## src/rtl/operand_bypass_unit.sv

```systemverilog
`default_nettype none
// ============================================================================
// Module      : operand_bypass_unit
// Description : EX/MEM/WB destination-tag pipeline, ALU operand bypass
//               selection and load-use / RAW stall generation.
// Revision    : 1.0 - initial release
// ============================================================================
module operand_bypass_unit #(
    parameter int DATA_WIDTH     = 32,
    parameter int REG_ADDR_WIDTH = 5,
    parameter int FORWARD_EN     = 1
) (
    input  logic                      clk,
    input  logic                      reset,
    input  logic                      issue_valid,
    input  logic [REG_ADDR_WIDTH-1:0] issue_rs,
    input  logic [REG_ADDR_WIDTH-1:0] issue_rt,
    input  logic [DATA_WIDTH-1:0]     issue_rs_data,
    input  logic [DATA_WIDTH-1:0]     issue_rt_data,
    input  logic [REG_ADDR_WIDTH-1:0] issue_rd,
    input  logic                      issue_reg_write,
    input  logic                      issue_mem_read,
    input  logic                      flush,
    input  logic [DATA_WIDTH-1:0]     mem_stage_data,
    input  logic [DATA_WIDTH-1:0]     wb_stage_data,
    output logic                      stall,
    output logic [DATA_WIDTH-1:0]     operand_a,
    output logic [DATA_WIDTH-1:0]     operand_b,
    output logic [1:0]                a_sel,
    output logic [1:0]                b_sel,
    output logic                      ex_valid,
    output logic [REG_ADDR_WIDTH-1:0] ex_rd
);

    logic                      r_ex_valid, r_ex_rw, r_ex_mr;
    logic [REG_ADDR_WIDTH-1:0] r_ex_rd, r_ex_rs, r_ex_rt;
    logic [DATA_WIDTH-1:0]     r_opa, r_opb;
    logic                      r_mem_valid, r_mem_rw, r_mem_mr;
    logic [REG_ADDR_WIDTH-1:0] r_mem_rd;
    logic                      r_wb_valid, r_wb_rw;
    logic [REG_ADDR_WIDTH-1:0] r_wb_rd;

    logic                      w_hazard;
    logic                      w_issue_go;
    logic [DATA_WIDTH-1:0]     w_opa_next, w_opb_next;

    // Register 0 is hard-wired zero, so it never counts as produced.
    function automatic logic produces(input logic v, input logic rw,
                                      input logic [REG_ADDR_WIDTH-1:0] rd,
                                      input logic [REG_ADDR_WIDTH-1:0] r);
        return v && rw && (rd == r) && (r != '0);
    endfunction

    assign stall      = issue_valid && !flush && w_hazard;
    assign w_issue_go = issue_valid && !flush && !stall;
    assign ex_valid   = r_ex_valid;
    assign ex_rd      = r_ex_rd;

    generate
        if (FORWARD_EN != 0) begin : g_fwd
            assign w_hazard = r_ex_mr &&
                              (produces(r_ex_valid, r_ex_rw, r_ex_rd, issue_rs) ||
                               produces(r_ex_valid, r_ex_rw, r_ex_rd, issue_rt));

            // WB writes the register file at the end of its cycle, so the
            // value read in ID this cycle is stale and must be taken from WB.
            assign w_opa_next = produces(r_wb_valid, r_wb_rw, r_wb_rd, issue_rs) ?
                                wb_stage_data : issue_rs_data;
            assign w_opb_next = produces(r_wb_valid, r_wb_rw, r_wb_rd, issue_rt) ?
                                wb_stage_data : issue_rt_data;

            always_comb begin
                a_sel = 2'b00;
                b_sel = 2'b00;
                if (r_ex_valid) begin
                    if (produces(r_mem_valid, r_mem_rw, r_mem_rd, r_ex_rs) && !r_mem_mr)
                        a_sel = 2'b01;
                    else if (produces(r_wb_valid, r_wb_rw, r_wb_rd, r_ex_rs))
                        a_sel = 2'b10;
                    if (produces(r_mem_valid, r_mem_rw, r_mem_rd, r_ex_rt) && !r_mem_mr)
                        b_sel = 2'b01;
                    else if (produces(r_wb_valid, r_wb_rw, r_wb_rd, r_ex_rt))
                        b_sel = 2'b10;
                end
            end

            assign operand_a = (a_sel == 2'b01) ? mem_stage_data :
                               (a_sel == 2'b10) ? wb_stage_data  : r_opa;
            assign operand_b = (b_sel == 2'b01) ? mem_stage_data :
                               (b_sel == 2'b10) ? wb_stage_data  : r_opb;
        end else begin : g_intlk
            assign w_hazard =
                produces(r_ex_valid,  r_ex_rw,  r_ex_rd,  issue_rs) ||
                produces(r_ex_valid,  r_ex_rw,  r_ex_rd,  issue_rt) ||
                produces(r_mem_valid, r_mem_rw, r_mem_rd, issue_rs) ||
                produces(r_mem_valid, r_mem_rw, r_mem_rd, issue_rt) ||
                produces(r_wb_valid,  r_wb_rw,  r_wb_rd,  issue_rs) ||
                produces(r_wb_valid,  r_wb_rw,  r_wb_rd,  issue_rt);

            assign w_opa_next = issue_rs_data;
            assign w_opb_next = issue_rt_data;
            assign a_sel      = 2'b00;
            assign b_sel      = 2'b00;
            assign operand_a  = r_opa;
            assign operand_b  = r_opb;
        end
    endgenerate

    always_ff @(posedge clk or posedge reset) begin
        if (reset) begin
            r_ex_valid  <= 1'b0;
            r_ex_rw     <= 1'b0;
            r_ex_mr     <= 1'b0;
            r_ex_rd     <= '0;
            r_ex_rs     <= '0;
            r_ex_rt     <= '0;
            r_opa       <= '0;
            r_opb       <= '0;
            r_mem_valid <= 1'b0;
            r_mem_rw    <= 1'b0;
            r_mem_mr    <= 1'b0;
            r_mem_rd    <= '0;
            r_wb_valid  <= 1'b0;
            r_wb_rw     <= 1'b0;
            r_wb_rd     <= '0;
        end else begin
            r_wb_valid  <= r_mem_valid;
            r_wb_rw     <= r_mem_rw;
            r_wb_rd     <= r_mem_rd;
            r_mem_valid <= r_ex_valid;
            r_mem_rw    <= r_ex_rw;
            r_mem_mr    <= r_ex_mr;
            r_mem_rd    <= r_ex_rd;
            r_ex_valid  <= w_issue_go;
            r_ex_rw     <= issue_reg_write;
            r_ex_mr     <= issue_mem_read;
            r_ex_rd     <= issue_rd;
            r_ex_rs     <= issue_rs;
            r_ex_rt     <= issue_rt;
            r_opa       <= w_opa_next;
            r_opb       <= w_opb_next;
        end
    end

endmodule
`default_nettype wire
```

## config.mk

```make
export PLATFORM = sky130hd
export DESIGN_NAME = operand_bypass_unit
export DESIGN_NICKNAME = d
export VERILOG_FILES = /design/src/rtl/operand_bypass_unit.sv
export SDC_FILE = /design/constraint.sdc
export NUM_CORES = 1
export LEC_CHECK = 0
export BUFFER_PORTS_ARGS = -buffer_cell sky130_fd_sc_hd__buf_2
export CAP_MARGIN = 20
export CORE_MARGIN = 8
export CORE_UTILIZATION = 52
export CTS_BUF_LIST = sky130_fd_sc_hd__clkbuf_4 sky130_fd_sc_hd__clkbuf_8 sky130_fd_sc_hd__clkbuf_16
export CTS_CLUSTER_DIAMETER = 200
export CTS_CLUSTER_SIZE = 20
export DETAILED_ROUTE_END_ITERATION = 7
export GPL_ROUTABILITY_DRIVEN = 0
export PLACE_DENSITY = 0.91
export SYNTH_ARGS = -nofsm -noshare
export SYNTH_HDL_FRONTEND = slang
export SYNTH_SLANG_ARGS = --single-unit
```

## constraint.sdc

```tcl
create_clock -name clk -period 6.1 [get_ports clk]
set_input_delay 0.305 -clock clk [delete_from_list [all_inputs] [get_ports clk]]
set_output_delay 0.305 -clock clk [all_outputs]
set_load 0.005 [all_outputs]
```

# Word-level counts from Yosys, hierarchy flattened
# Cells that the tools add are included.
[word_totals] regBits=97 inputBits=149 out_inout_bits=75 wordCells=72
[classes] n_eq_ne=12 muxes=12 n_reduce_logical=33
[ops] operator="$mux W32" n=6
[ops] operator="$eq A5 B5 Y1" n=8
[ops] operator="$logic_and A1 B1 Y1" n=25
[ops] operator="$reduce_bool A5 Y1" n=4
[ops] operator="$mux W2" n=6
[ops] operator="$eq A2 B1 Y1 const B" n=2
[ops] operator="$eq A2 B2 Y1 const B" n=2
[ops] operator="$logic_not A1 Y1" n=3
[ops] operator="$logic_or A1 B1 Y1" n=1

# Longest topological paths before layout
# Gate-level depths: netlist (run 1).
[logic_depth] ltp_word=9 mapped_depth=7 depth_no_buf=5

# Worst setup path after synthesis (run 1)
# No wires, ideal clock.
[synth_path] path_type="register to output" from="reg r_mem_rd[2]" to="out operand_b[22]" arrival_time_ps=1828 t_required_ps=5795 slack_ps=3967 path_stages_with_launch=8 n_path_buf=2 cell_sequence="dfrtp_1 > xor2_1 > or4_4 > nor2_2 > or2_1 > buf_2 > buf_6 > o221a_1"
[synth_via] elab_chain_cells=9 word_cells_on_any_way=10 classes_between="3 x eq/ne; 4 x mux; 3 x reduce/logical"
[synth_lines] item="from (decl)" line="39" rtl="logic [REG_ADDR_WIDTH-1:0] r_mem_rd;"
[synth_lines] item="from (signal assigned)" line="133" rtl="r_mem_rd <= r_ex_rd;"
[synth_lines] item="$eq A5 B5 Y1 *" line="51" rtl="return v && rw && (rd == r) && (r != '0);"
[synth_lines] item="$logic_and A1 B1 Y1 * (2 in series)" line="51"
[synth_lines] item="$logic_and A1 B1 Y1 *" line="80" rtl="if (produces(r_mem_valid, r_mem_rw, r_mem_rd, r_ex_rt) && !r_mem_mr)"
[synth_lines] item="$mux W2 *" line="80"
[synth_lines] item="$mux W2 *" line="75" rtl="if (r_ex_valid) begin"
[synth_lines] item="$eq A2 B2 Y1" line="90" rtl="(b_sel == 2'b10) ? wb_stage_data : r_opb;"
[synth_lines] item="$mux W32" line="90"
[synth_lines] item="$mux W32 *" line="89" rtl="assign operand_b = (b_sel == 2'b01) ? mem_stage_data :"
[synth_lines] item="to (decl)" line="28" rtl="output logic [DATA_WIDTH-1:0] operand_b,"
# Mark *: on every way between the ends. The rest lies on a longest branch, timed or not.

# Worst setup path after layout (run 1)
[layout_path] from="reg r_ex_valid, in the netlist ex_valid" to="out operand_a[25]"
[layout_via] elab_chain_cells=4 word_cells_on_any_way=5 classes_between="2 x eq/ne; 3 x mux"
[layout_lines] item="from (decl)" line="35" rtl="logic r_ex_valid, r_ex_rw, r_ex_mr;"
[layout_lines] item="from (signal assigned)" line="134" rtl="r_ex_valid <= w_issue_go;"
[layout_lines] item="$mux W2 *" line="75"
[layout_lines] item="$eq A2 B2 Y1" line="88" rtl="(a_sel == 2'b10) ? wb_stage_data : r_opa;"
[layout_lines] item="$mux W32" line="88"
[layout_lines] item="$mux W32 *" line="87" rtl="assign operand_a = (a_sel == 2'b01) ? mem_stage_data :"
[layout_lines] item="to (decl)" line="27" rtl="output logic [DATA_WIDTH-1:0] operand_a,"
# Marked as above.

==> results of run 1 <==
-- power groups by stage --
stage	sequential, mW	clock [mW]	combinational, mW
2_1_floorplan	0.703	0	0.0829
3_3_place_gp	0.708	0	0.179
3_5_place_dp	0.711	0	0.186
4_1_cts	0.699	0.443	0.188
5_1_grt	0.702	0.469	0.204
6_report	0.699	0.433	0.187
-- worst paths after layout --
| path | cells after the start | to | start |
|---|---|---|---|
| min in group asynchronous | 3 | r_opb[7] | reset |
| min reg2reg | 0 | r_wb_valid | r_mem_valid |
| max reg2reg | 5 | r_opa[14] | r_wb_rd[3] |
| max | 8 | operand_a[25] | ex_valid |
| min | 1 | ex_rd[4] | issue_rd[4] |
| max in group asynchronous | 4 | r_opb[13] | reset |
-- state kept, by name, indices dropped and copies added (netlist names) --
| name | count |
|---|---|
| r_ex_mr | 1 |
| r_ex_rs | 5 |
| r_mem_valid | 1 |
| r_mem_rw | 1 |
| r_mem_rd | 5 |
| r_opb | 32 |
| r_opa | 32 |
| ex_rd | 5 |
| r_wb_valid | 1 |
| r_mem_mr | 1 |
| r_wb_rd | 5 |
| r_ex_rt | 5 |
| r_ex_rw | 1 |
| r_wb_rw | 1 |
| ex_valid | 1 |
-- timing repair --
item	4_1_cts	5_1_grt
hold buffers	1	0
endpoints found under the hold margin	9	0
gates resized for setup	0	0
endpoints found under the setup margin	0	0
-- layer usage --
metal / vias to the layer above / GRT usage (%) / wire, um
met5: - / 0 / 0
met1: 2191 / 27.3 / 6400
met2: 259 / 45.0 / 8310
met3: 47 / 6.93 / 1590
li1: 1965 / - / -
met4: 0 / 11.8 / 484
-- synth_stat cells (all sizes together) (3+ instances only) --
master	instances
nand2b	29
or4	4
nor4	5
buf	20
nand4	4
nor3	4
xnor2	22
o221a	32
clkbuf	11
nor2	5
inv	4
xor2	18
dfrtp	97
or2b	3
mux2	64
o21a	32
nand3	5
o32a	32
-- kinds of logic (layout without fill, tap and decap cells) --
group / Yosys count / in the layout / share of synthesized area [%]
mux: 64 / 64 / 14.1
other cells: 0 / 1 / 0
buf+inv: 35 / 254 / 3.81
compound gates: 101 / 101 / 19.1
flops: 97 / 97 / 47.7
simple gates: 67 / 67 / 8.40
xor+xnor: 40 / 40 / 6.88
-- stage by stage --
stage | hold WS, ns | utilization, % | total power [mW] | instances | instance area (um2)
2_1_floorplan | 0.336 | - | 0.786 | 404 | 5090
3_3_place_gp | 0.358 | 65.3 | 0.888 | 740 | 6300
3_5_place_dp | 0.368 | 65.3 | 0.898 | 740 | 6300
4_1_cts | 0.0291 | 67.5 | 1.33 | 756 | 6510
5_1_grt | 0.0233 | 67.5 | 1.38 | 757 | 6510
6_report | 0.0497 | 67.5 | 1.32 | 757 | 6510
-- critical path, delay by kind of cell, from the launching register on --
kind,cells,cell delay [ns]
and+or+nand+nor,3,1.23
buffers and inverters,3,0.96
DFF,1,0.48
AOI/OAI and AO/OA,2,0.47
-- area by class of cell --
type	count	area (um2)	area share, %
diodes	1	2.50	0.0384
clock buffers	10	138	2.11
clock inverters	5	63.8	0.980
inverters	4	17.5	0.269
multi-input cells	272	2490	38.2
flip-flops and latches	97	2430	37.3
well taps	133	166	2.56
repair buffers	235	1210	18.6
-- cells in the final DEF, fill, tap and decap left out, types with 3 or more instances in the layout --
cell type / Yosys / routed
buf_2: 14 / 223
dfrtp_1: 97 / 97
mux2_1: 64 / 64
o32a_1: 32 / 32
o21a_1: 32 / 32
o221a_1: 30 / 30
nand2b_1: 29 / 29
xnor2_1: 22 / 22
xor2_1: 18 / 18
buf_4: 0 / 11
clkbuf_8: 0 / 10
nand3_1: 5 / 5
nor2_1: 4 / 4
nor4_1: 4 / 4
nand4_1: 4 / 4
or4_1: 3 / 3
or2b_1: 3 / 3
==> results.env, run 1 <==
RESULT_OF_THE_RUN='completed'
SETUP_TNS_NS=0
ROUTED-VIA-COUNT=4462
TIMING.FMAX_MHz=260
WORSTPATHCELLLIST='nand3_1 -> nor4_1 -> nand4_1 -> buf_4 -> o21ai_2 -> buf_4 -> o21a_1 -> buf_2'
POST-CTS-SETUP-BUFFER-COUNT=0
MAPPEDNETLISTAREA_UM2=5090
HOLD_CLASS='primary input to register'
NUMBER_OF_GLOBAL_ROUTE_VIAS_BEFORE_REPAIR=5150
SETUP_SLACK_NS=2.25
CTS.SINK_COUNT=97
CLK-INSERTION-DELAY-LATE_NS=0.36
SYN_NETS=553
TRITONCTS='built'
UNREPAIRED_SETUP_ENDPOINTS_AFTER_GLOBAL_ROUTING='false'
REQUIRED_TIME_AT_THE_ENDPOINT_OF_THE_CRITICAL_PATH_NS=5.79
CTS-BUFFERS-INSERTED=9
SYNTHESIS.YOSYS.WARNINGS=0
CAP_VIOL_MAX_COUNT=0
GRT_FIRST_PASS_WIRELENGTH_MM=26.1
SYNTH_EDF_COUNT=0
FINALCRITICALPERIOD_NS=3.85
POWER_DENSITY_nW_PER_UM2=203
RRSETUPSLACK_NS=4.18
FINCLKSKEW_NS=0.0112
HOLD_VIOL=0
PWR-SHARE-CLK_PCT=32.8
GR-USAGE-ALL-LAYERS_PCT=25.3
YS_FF_LATCH=97
ROW_COUNT=36
SETUP_VIOL=0
HPWLAFTERDP_MM=12.6
SYNTH.TOP_CELLS.BY_AREA='dfrtp_1, mux2_1, o221a_1, o32a_1, o21a_1'
HTREE_LEVELS=3
DIE_AREA_UM2=13200
IR_DROP_mV=0.125
AREA_DELTA_SYNTH_FINAL_PCT=27.8
POST_ROUTE_CELLS_DRIVE_ABOVE_1_SHARE_PCT=42.1
NNETSFINAL=768
TIMING_WORST_SETUP_PATH_TYPE='register to output pin'
DRC_ERRORS=0
PATH_CLK_SLEW_NS=0.09
POWER.LEAKAGE_nW=2.89
WL_MM=16.8
FILLCELLCOUNT=746
SYNTH_TOP_FLOP_CELL='dfrtp_1'
PORTBUFFERS=223
CPMAXSTAGEDELAYCELL='nand4_1'
DRT.ANTENNA.VIOLATING_NETS=0
ROUTE.DETAILED.VIAS_PER_INST=5.89
CRITPATHMOSTFREQUENTCELL='buf_4'
POWER.SWITCHING_mW=0.341
NETLIST-CELL-TYPE-COUNT=35
GRT_OVERFLOW_TOTAL=0
WORST-SLEW-PIN-TRANSITION_NS=0.941
WL_PER_CELL_UM=22.2
CLOCK_TREE.ROOT_CELL='clkbuf_8'
SLEW_HEADROOM_PCT=37.1
SYNTH.LARGEST_AREA_CELL='dfrtp_1'
CP.ARRIVAL_NS=3.54
PIN_COUNT=224
CLK_PATH_BUF_DEPTH=2
YOSYSSEQAREASHARE_PCT=47.7
KIND_OF_START_POINT_OF_THE_CRITICAL_PATH='register'
INTERNAL_POWER_mW=0.979
DIE_HEIGHT_UM=115
DRT_ITER0_MARKERS=339
P_SEQ_SHARE_PCT=53.0
SYNTH-ASYNC-RESET-RATIO_PCT=100
ANTENNA_VIOLATIONS_BEFORE_REPAIR=1
NETSWITCHINGFRACTION_PCT=25.8
SYN-MEAN-INSTANCE-AREA_UM2=12.6
DRT-PASS1-ITER-COUNT=6
POWER.SHARE.COMBINATIONAL_PCT=14.2
START_UTIL_PCT=52.8
FP.DIEW_UM=115
GRT_MAX_DEGREE=57
WORST_SETUP_PATH_END_KIND='output pin'
CP_MAX_FANOUT=26
PLACE_WORST_SETUP_SLACK_NS=2.70
TIMING.FINAL.CRIT_SHARE_PCT=63.1
PLACEABLECOREAREA_UM2=9640
YOSYSTOPAREACELLSHARE_PCT=47.7
WORST_PATH_LARGEST_CELL_DELAY_NS=0.69
SLEW_VIOLATIONS=0
SYN-INSTANCE-COUNT=404
Note: power is estimated with default switching activity, not from simulation.
==> run 2: changes to the inputs <==
CORE_UTILIZATION = 48   (was 52)
PLACE_DENSITY = 0.85   (was 0.91)
clock period = 3.8 ns   (was 6.1 ns; I/O delays follow)
==> results.env, run 2 (synthesized netlist as in run 1, its figures left out) <==
POST_ROUTE_CELLS_DRIVE_ABOVE_1_SHARE_PCT=41.1
HOLD_CLASS='primary input to async pin'
WORST_PATH_LARGEST_CELL_DELAY_NS=0.55
PORTBUFFERS=223
CLK_PATH_BUF_DEPTH=2
FILLCELLCOUNT=782
CLOCK_TREE.ROOT_CELL='clkbuf_8'
GR-USAGE-ALL-LAYERS_PCT=23.8
DRT-PASS1-ITER-COUNT=7
CPMAXSTAGEDELAYCELL='or4_4'
NUMBER_OF_GLOBAL_ROUTE_VIAS_BEFORE_REPAIR=5114
DRT_ITER0_MARKERS=281
TIMING.FINAL.CRIT_SHARE_PCT=80.9
HTREE_LEVELS=3
GRT_MAX_DEGREE=74
HPWLAFTERDP_MM=12.3
CAP_VIOL_MAX_COUNT=0
TIMING_WORST_SETUP_PATH_TYPE='register to output pin'
START_UTIL_PCT=49.3
GRT_FIRST_PASS_WIRELENGTH_MM=27.0
HOLD_VIOL=0
DIE_AREA_UM2=14200
PLACEABLECOREAREA_UM2=10300
FIN_HOLD_WS_NS=0.0179
RESULT_OF_THE_RUN='completed'
INTERNAL_POWER_mW=1.83
WORSTPATHCELLLIST='xor2_1 -> or4_4 -> nor3_4 -> o21bai_4 -> o221a_1 -> buf_2'
CP.ARRIVAL_NS=2.89
CTS.SINK_COUNT=97
FP.DIEW_UM=119
CP_MAX_FANOUT=32
PATH_CLK_SLEW_NS=0.09
FINAL_COMMON_CELL='buf_2'
PIN_COUNT=224
NNETSFINAL=784
POWER.SHARE.COMBINATIONAL_PCT=13.1
WORST_PATH_DOMINANT_CELL_FAMILY='simple AND/OR/NAND/NOR gates'
FINALCRITICALPERIOD_NS=3.08
MOST-COMMON-LAYOUT-CELLS='buf_2, dfrtp_1, mux2_1'
REG_TOP3='r_opa x32, r_opb x32'
DRC_ERRORS=0
PLACEDCELLCOUNT=743
SLEW_VIOLATIONS=0
SETUP_TNS_NS=0
NETSWITCHINGFRACTION_PCT=22.8
CP_NUM_BUF_INV=1
WORST-SLEW-PIN-TRANSITION_NS=0.908
REGISTER_AREA_UM2=2430
GRT_OVERFLOW_TOTAL=0
DIODES=0
WORST_SETUP_PATH_END_KIND='output pin'
ROW_COUNT=37
PLACED_AREA_UM2=6310
AREA_DELTA_SYNTH_FINAL_PCT=32.9
TRITONCTS='built'
COUNT_OF_PLACED_STANDARD_CELLS_IN_THE_FINAL_LAYOUT_FILLERS_LEFT_OUT=776
DIE_HEIGHT_UM=119
IR_DROP_mV=0.247
FINCLKSKEW_NS=0.00881
WL_PER_CELL_UM=21.9
ANTENNA_VIOLATIONS_BEFORE_REPAIR=0
ROUTE.DETAILED.VIAS_PER_INST=5.89
PWR-SHARE-CLK_PCT=39.4
SETUP_VIOL=0
CLK-INSERTION-DELAY-LATE_NS=0.37
P_SEQ_SHARE_PCT=47.4
TIMING.FMAX_MHz=325
MULTIINPUTGATEAREA_UM2=2490
REPORT.POWER.TOTAL_mW=2.37
POSTLAYOUTCELLAREA_UM2=6770
POST_CTS.RESIZED_INSTANCES=0
DRT.ANTENNA.VIOLATING_NETS=0
ROUTED-VIA-COUNT=4573
SLEW_HEADROOM_PCT=39.3
UNREPAIRED_SETUP_ENDPOINTS_AFTER_GLOBAL_ROUTING='false'
WL_MM=17.0
REQUIRED_TIME_AT_THE_ENDPOINT_OF_THE_CRITICAL_PATH_NS=3.61
POWER.SWITCHING_mW=0.539
CTS-BUFFERS-INSERTED=9
POWER.LEAKAGE_nW=2.99
POWER_DENSITY_nW_PER_UM2=350
KIND_OF_START_POINT_OF_THE_CRITICAL_PATH='register'
-- run 2: cell count changes in the layout (fill, tap and decap cells not counted), sizes merged --
cell         delta
inv             -2
bufinv          +4
dlygate4sd3    +16
clkbuf          -1
diode           -1
-- run 2: power by group through the flow --
stage / Sequential (mW) / Clock (mW) / Combinational, mW
3_3_place_gp: 1.14 / 0 / 0.289
6_report: 1.12 / 0.933 / 0.311
5_1_grt: 1.13 / 0.995 / 0.341
2_1_floorplan: 1.13 / 0 / 0.133
4_1_cts: 1.12 / 0.954 / 0.313
3_5_place_dp: 1.14 / 0 / 0.298
-- run 2: what timing repair did --
| item | 4_1_cts | 5_1_grt |
|---|---|---|
| buffers inserted | 0 | 0 |
| hold endpoints to repair | 17 | 0 |
| hold buffers | 17 | 0 |
-- run 2: final cells by class --
cell class | count | share of cell area [%]
clock buffer | 9 | 1.83
tap | 136 | 2.51
multi-input combinational | 272 | 36.8
inverter | 4 | 0.259
timing repair buffer | 251 | 20.2
sequential | 97 | 35.9
clock inverter | 7 | 2.46
-- run 2: per-stage QoR --
stage,util (%),setup slack (ns)
final,65.6,0.724
after detailed placement,61.1,1.10
after global routing,65.6,0.564
after CTS,65.6,0.704
after global placement,61.1,1.14
after floorplan,-,1.08
-- run 2: worst paths after layout --
| path | start | endpoint | slack (ns) | cells past startpoint |
|---|---|---|---|---|
| setup / recovery | r_mem_rd[2] | operand_b[30] | 0.72 | 6 |
| hold / removal | reset | r_opa[3] | 0.02 | 2 |
| max in group asynchronous | reset | r_opb[0] | 2.90 | 3 |
| hold reg to reg | r_ex_rw | r_mem_rw | 0.39 | 0 |
| min in group clk | issue_rt_data[22] | r_opb[22] | 0.03 | 2 |
| setup reg to reg | r_wb_rd[3] | r_opa[11] | 1.96 | 5 |
-- run 2: worst register-to-register path, delay by kind of cell (launching register included) --
family,cells,cell delay (ns)
muxes,1,0.39
buffers and inverters,1,0.30
xor gates and xnor gates,1,0.21
DFF,1,0.47
and+or+nand+nor,2,0.36
-- run 2: layer usage --
| layer | global-route usage [%] | share of wire (%) |
|---|---|---|
| met2 | 40.9 | 50 |
| met5 | 0 | 0 |
| met3 | 7.13 | 8.8 |
| met1 | 27.3 | 39 |
| met4 | 9.49 | 2.3 |
==> run 3: changes to the inputs <==
ABC_AREA = 1   (was unset)
CORE_UTILIZATION = 45   (was 48)
PLACE_DENSITY = 0.82   (was 0.85)
clock period = 2.5 ns   (was 3.8 ns; I/O delays follow)
==> results.env, run 3 <==
DIODES=0
TRITONCTS='built'
RESULT_OF_THE_RUN='completed'
NETLIST-CELL-TYPE-COUNT=24
POST_ROUTE_CELLS_DRIVE_ABOVE_1_SHARE_PCT=33.6
FINCLKSKEW_NS=0.0109
DIE_AREA_UM2=16500
POWER.LEAKAGE_nW=4.17
SYN_NETS=877
POWER_DENSITY_nW_PER_UM2=479
P_SEQ_SHARE_PCT=45.9
NNETSFINAL=1139
GRT_FIRST_PASS_WIRELENGTH_MM=31.6
DRT.ANTENNA.VIOLATING_NETS=0
YOSYSTOPAREACELLSHARE_PCT=42.6
SYNTH.MOST_COMMON_CELL='nand2_1'
CPMAXSTAGEDELAYCELL='dfrtp_1'
WL_MM=20.3
IR_DROP_mV=0.316
PWR-SHARE-CLK_PCT=38.0
START_UTIL_PCT=45.5
FIN_HOLD_WS_NS=0.00905
GRT_MAX_DEGREE=98
PATH_CLK_SLEW_NS=0.08
DIE_HEIGHT_UM=129
DRT-PASS1-ITER-COUNT=5
WORST_PATH_LARGEST_CELL_DELAY_NS=0.43
WORSTREGTOREGCELLS=8
UNREPAIRED_SETUP_ENDPOINTS_AFTER_GLOBAL_ROUTING='false'
CP_NUM_BUF_INV=2
SETUP_VIOL=0
FILLCELLCOUNT=1062
HOLD_CLASS='primary input to register'
SYNTH_TOP_FLOP_CELL='dfrtp_1'
FIN_UTIL_PCT=62.2
HOLD_VIOL=0
SYNTH_EDF_COUNT=0
SYNTH.TOP_CELLS.BY_AREA='dfrtp_1, nand2_1, nand3_1, nand3_2, o21ai_1'
ROUTED-VIA-COUNT=6219
NETSWITCHINGFRACTION_PCT=26.6
SYN-MEAN-INSTANCE-AREA_UM2=7.83
SYNTHESIS.YOSYS.WARNINGS=0
YS_FF_LATCH=97
DRT_ITER0_MARKERS=769
PLACED_AREA_UM2=6890
MIN-DELAY-START='issue_rt_data[17]'
SYNTH_XOR_XNOR_AREA_SHARE_PCT=3.07
WHS_PATH_DEPTH=3
CRITPATHMOSTFREQUENTCELL='nor2_1'
PIN_COUNT=224
SYNTH-ASYNC-RESET-RATIO_PCT=100
KIND_OF_START_POINT_OF_THE_CRITICAL_PATH='register'
CTS-BUFFERS-INSERTED=9
CLK-INSERTION-DELAY-LATE_NS=0.35
POSTLAYOUTCELLAREA_UM2=7780
DRC_ERRORS=0
GR-USAGE-ALL-LAYERS_PCT=24.2
SLEW_VIOLATIONS=0
PLACEABLECOREAREA_UM2=12500
HTREE_LEVELS=3
FINAL_COMMON_CELL='buf_2'
WORST_SETUP_PATH_STARTPOINT='r_ex_rt[0]'
SYNTH_COMMON_CELLS='nand2_1, nand3_1, dfrtp_1'
LARGEST_FAMILY_OF_LOGIC_CELLS_BY_SYNTHESIZED_AREA='simple AND/OR/NAND/NOR gates'
TIMING.FMAX_MHz=423
CP.ARRIVAL_NS=2.24
YOSYS-MUX-AREA-FRACTION_PCT=0
CTS.SINK_COUNT=97
PORTBUFFERS=223
MAPPEDNETLISTAREA_UM2=5700
GRT_OVERFLOW_TOTAL=0
CLOCK_TREE.ROOT_CELL='clkbuf_16'
POWER.SWITCHING_mW=0.992
ROUTE.DETAILED.VIAS_PER_INST=5.33
POWER.SHARE.COMBINATIONAL_PCT=16.1
WORST-SLEW-PIN-TRANSITION_NS=0.677
ANTENNA_VIOLATIONS_BEFORE_REPAIR=1
SYNTH_SIMPLE_GATE_AREA_SHARE_PCT=39.6
HPWLAFTERDP_MM=13.7
TIMING_WORST_SETUP_PATH_TYPE='register to output pin'
MOST-COMMON-LAYOUT-CELLS='buf_2, nand2_1, nand3_1'
FINALCRITICALPERIOD_NS=2.36
YOSYSSEQAREASHARE_PCT=42.6
SYNTH_ADDER_AREA_SHARE_PCT=0
WORSTPATHCELLLIST='nor2_1 -> nand2_1 -> nor2_1 -> nor2_1 -> nand2_1 -> buf_4 -> nand3_1 -> nand3_1 -> buf_2'
R2R_START='r_wb_rd[1]'
WORST_PATH_DOMINANT_CELL_FAMILY='simple AND/OR/NAND/NOR gates'
AREA_DELTA_SYNTH_FINAL_PCT=36.5
REG_TOP3='r_opa x32, r_opb x32'
AREA_FRACTION_IN_COMPOUND_GATES_AFTER_SYNTHESIS_PCT=6.23
SETUP_TNS_NS=0
FP.DIEW_UM=129
CP_MAX_FANOUT=32
PATH_DEPTH=9
SYNTH.LARGEST_AREA_CELL='dfrtp_1'
TIMING.FINAL.CRIT_SHARE_PCT=94.5
WORST_SETUP_PATH_END_KIND='output pin'
REQUIRED_TIME_AT_THE_ENDPOINT_OF_THE_CRITICAL_PATH_NS=2.38
SLEW_HEADROOM_PCT=54.9
SYN-INSTANCE-COUNT=728
WL_PER_CELL_UM=17.4
CLK_PATH_BUF_DEPTH=2
NUMBER_OF_GLOBAL_ROUTE_VIAS_BEFORE_REPAIR=6363
INTERNAL_POWER_mW=2.74
CAP_VIOL_MAX_COUNT=0
ROW_COUNT=41
run 3: cell count changes after synthesis, sizes merged, moves of 29 or more:
| cell | change |
|---|---|
| o221a | -32 |
| nand2b | -29 |
| o32a | -32 |
| nand3 | +193 |
| o21ai | +63 |
| o21a | -32 |
| inv | +56 |
| mux2 | -64 |
| nand2 | +202 |
run 3: area by class of cell:
class	instances	area, um2	area share, %
clock inverters	7	76.3	0.981
clock buffers	9	225	2.89
inverters	60	233	2.99
repair buffers	293	1810	23.2
well taps	172	215	2.77
multi-input cells	529	2800	35.9
flip-flops and latches	97	2430	31.2
run 3: logic make-up after synthesis:
group / after synthesis
and+or+nand+nor: 439
AOI/OAI and AO/OA: 70
buffers and inverters: 102
xor gates and xnor gates: 20
DFF: 97
run 3: layer usage:
layer  global-route usage [%]  vias up  share of wire [%]
met4                     8.91        2                1.9
met1                     28.1     2869                 38
met3                     6.58       42                9.9
met5                        0        -              0.039
met2                     42.2      405                 50
li1                         -     2901                  -
run 3: stage by stage:
stage / instances / setup slack (ns) / power, mW
2_1_floorplan: 728 / 1.08 / 1.98
3_3_place_gp: 1093 / 0.494 / 2.25
3_5_place_dp: 1093 / 0.469 / 2.26
4_1_cts: 1166 / 0.0810 / 3.74
5_1_grt: 1167 / 0.00126 / 3.89
6_report: 1167 / 0.138 / 3.73
run 3: timing repair:
| item | 4_1_cts | 5_1_grt |
|---|---|---|
| buffers inserted | 0 | 1 |
| endpoints found under the hold margin | 153 | 0 |
| gates resized for setup | 0 | 4 |
| endpoints found under the setup margin | 0 | 55 |
| hold buffers | 57 | 0 |
run 3: final timing paths:
kind	endpoint	slack, ns
hold / removal	r_opb[17]	0.009
setup / recovery	operand_b[21]	0.14
min in group asynchronous	r_opa[17]	0.43
hold reg to reg	r_mem_rw	0.38
max in group asynchronous	r_ex_rt[0]	1.59
setup reg to reg	r_opb[6]	0.75
run 3: power by group through the flow:
stage	Combinational, mW	Sequential, mW	Clock [mW]
2_1_floorplan	0.249	1.73	0
3_3_place_gp	0.517	1.74	0
3_5_place_dp	0.522	1.74	0
4_1_cts	0.595	1.71	1.44
5_1_grt	0.664	1.72	1.50
6_report	0.601	1.71	1.42
run 3: worst register-to-register path, delay by kind of cell (launching register included):
family / cells / cell delay [ns]
flops: 1 / 0.41
buf+inv: 2 / 0.40
simple gates: 4 / 0.65
compound gates: 2 / 0.16
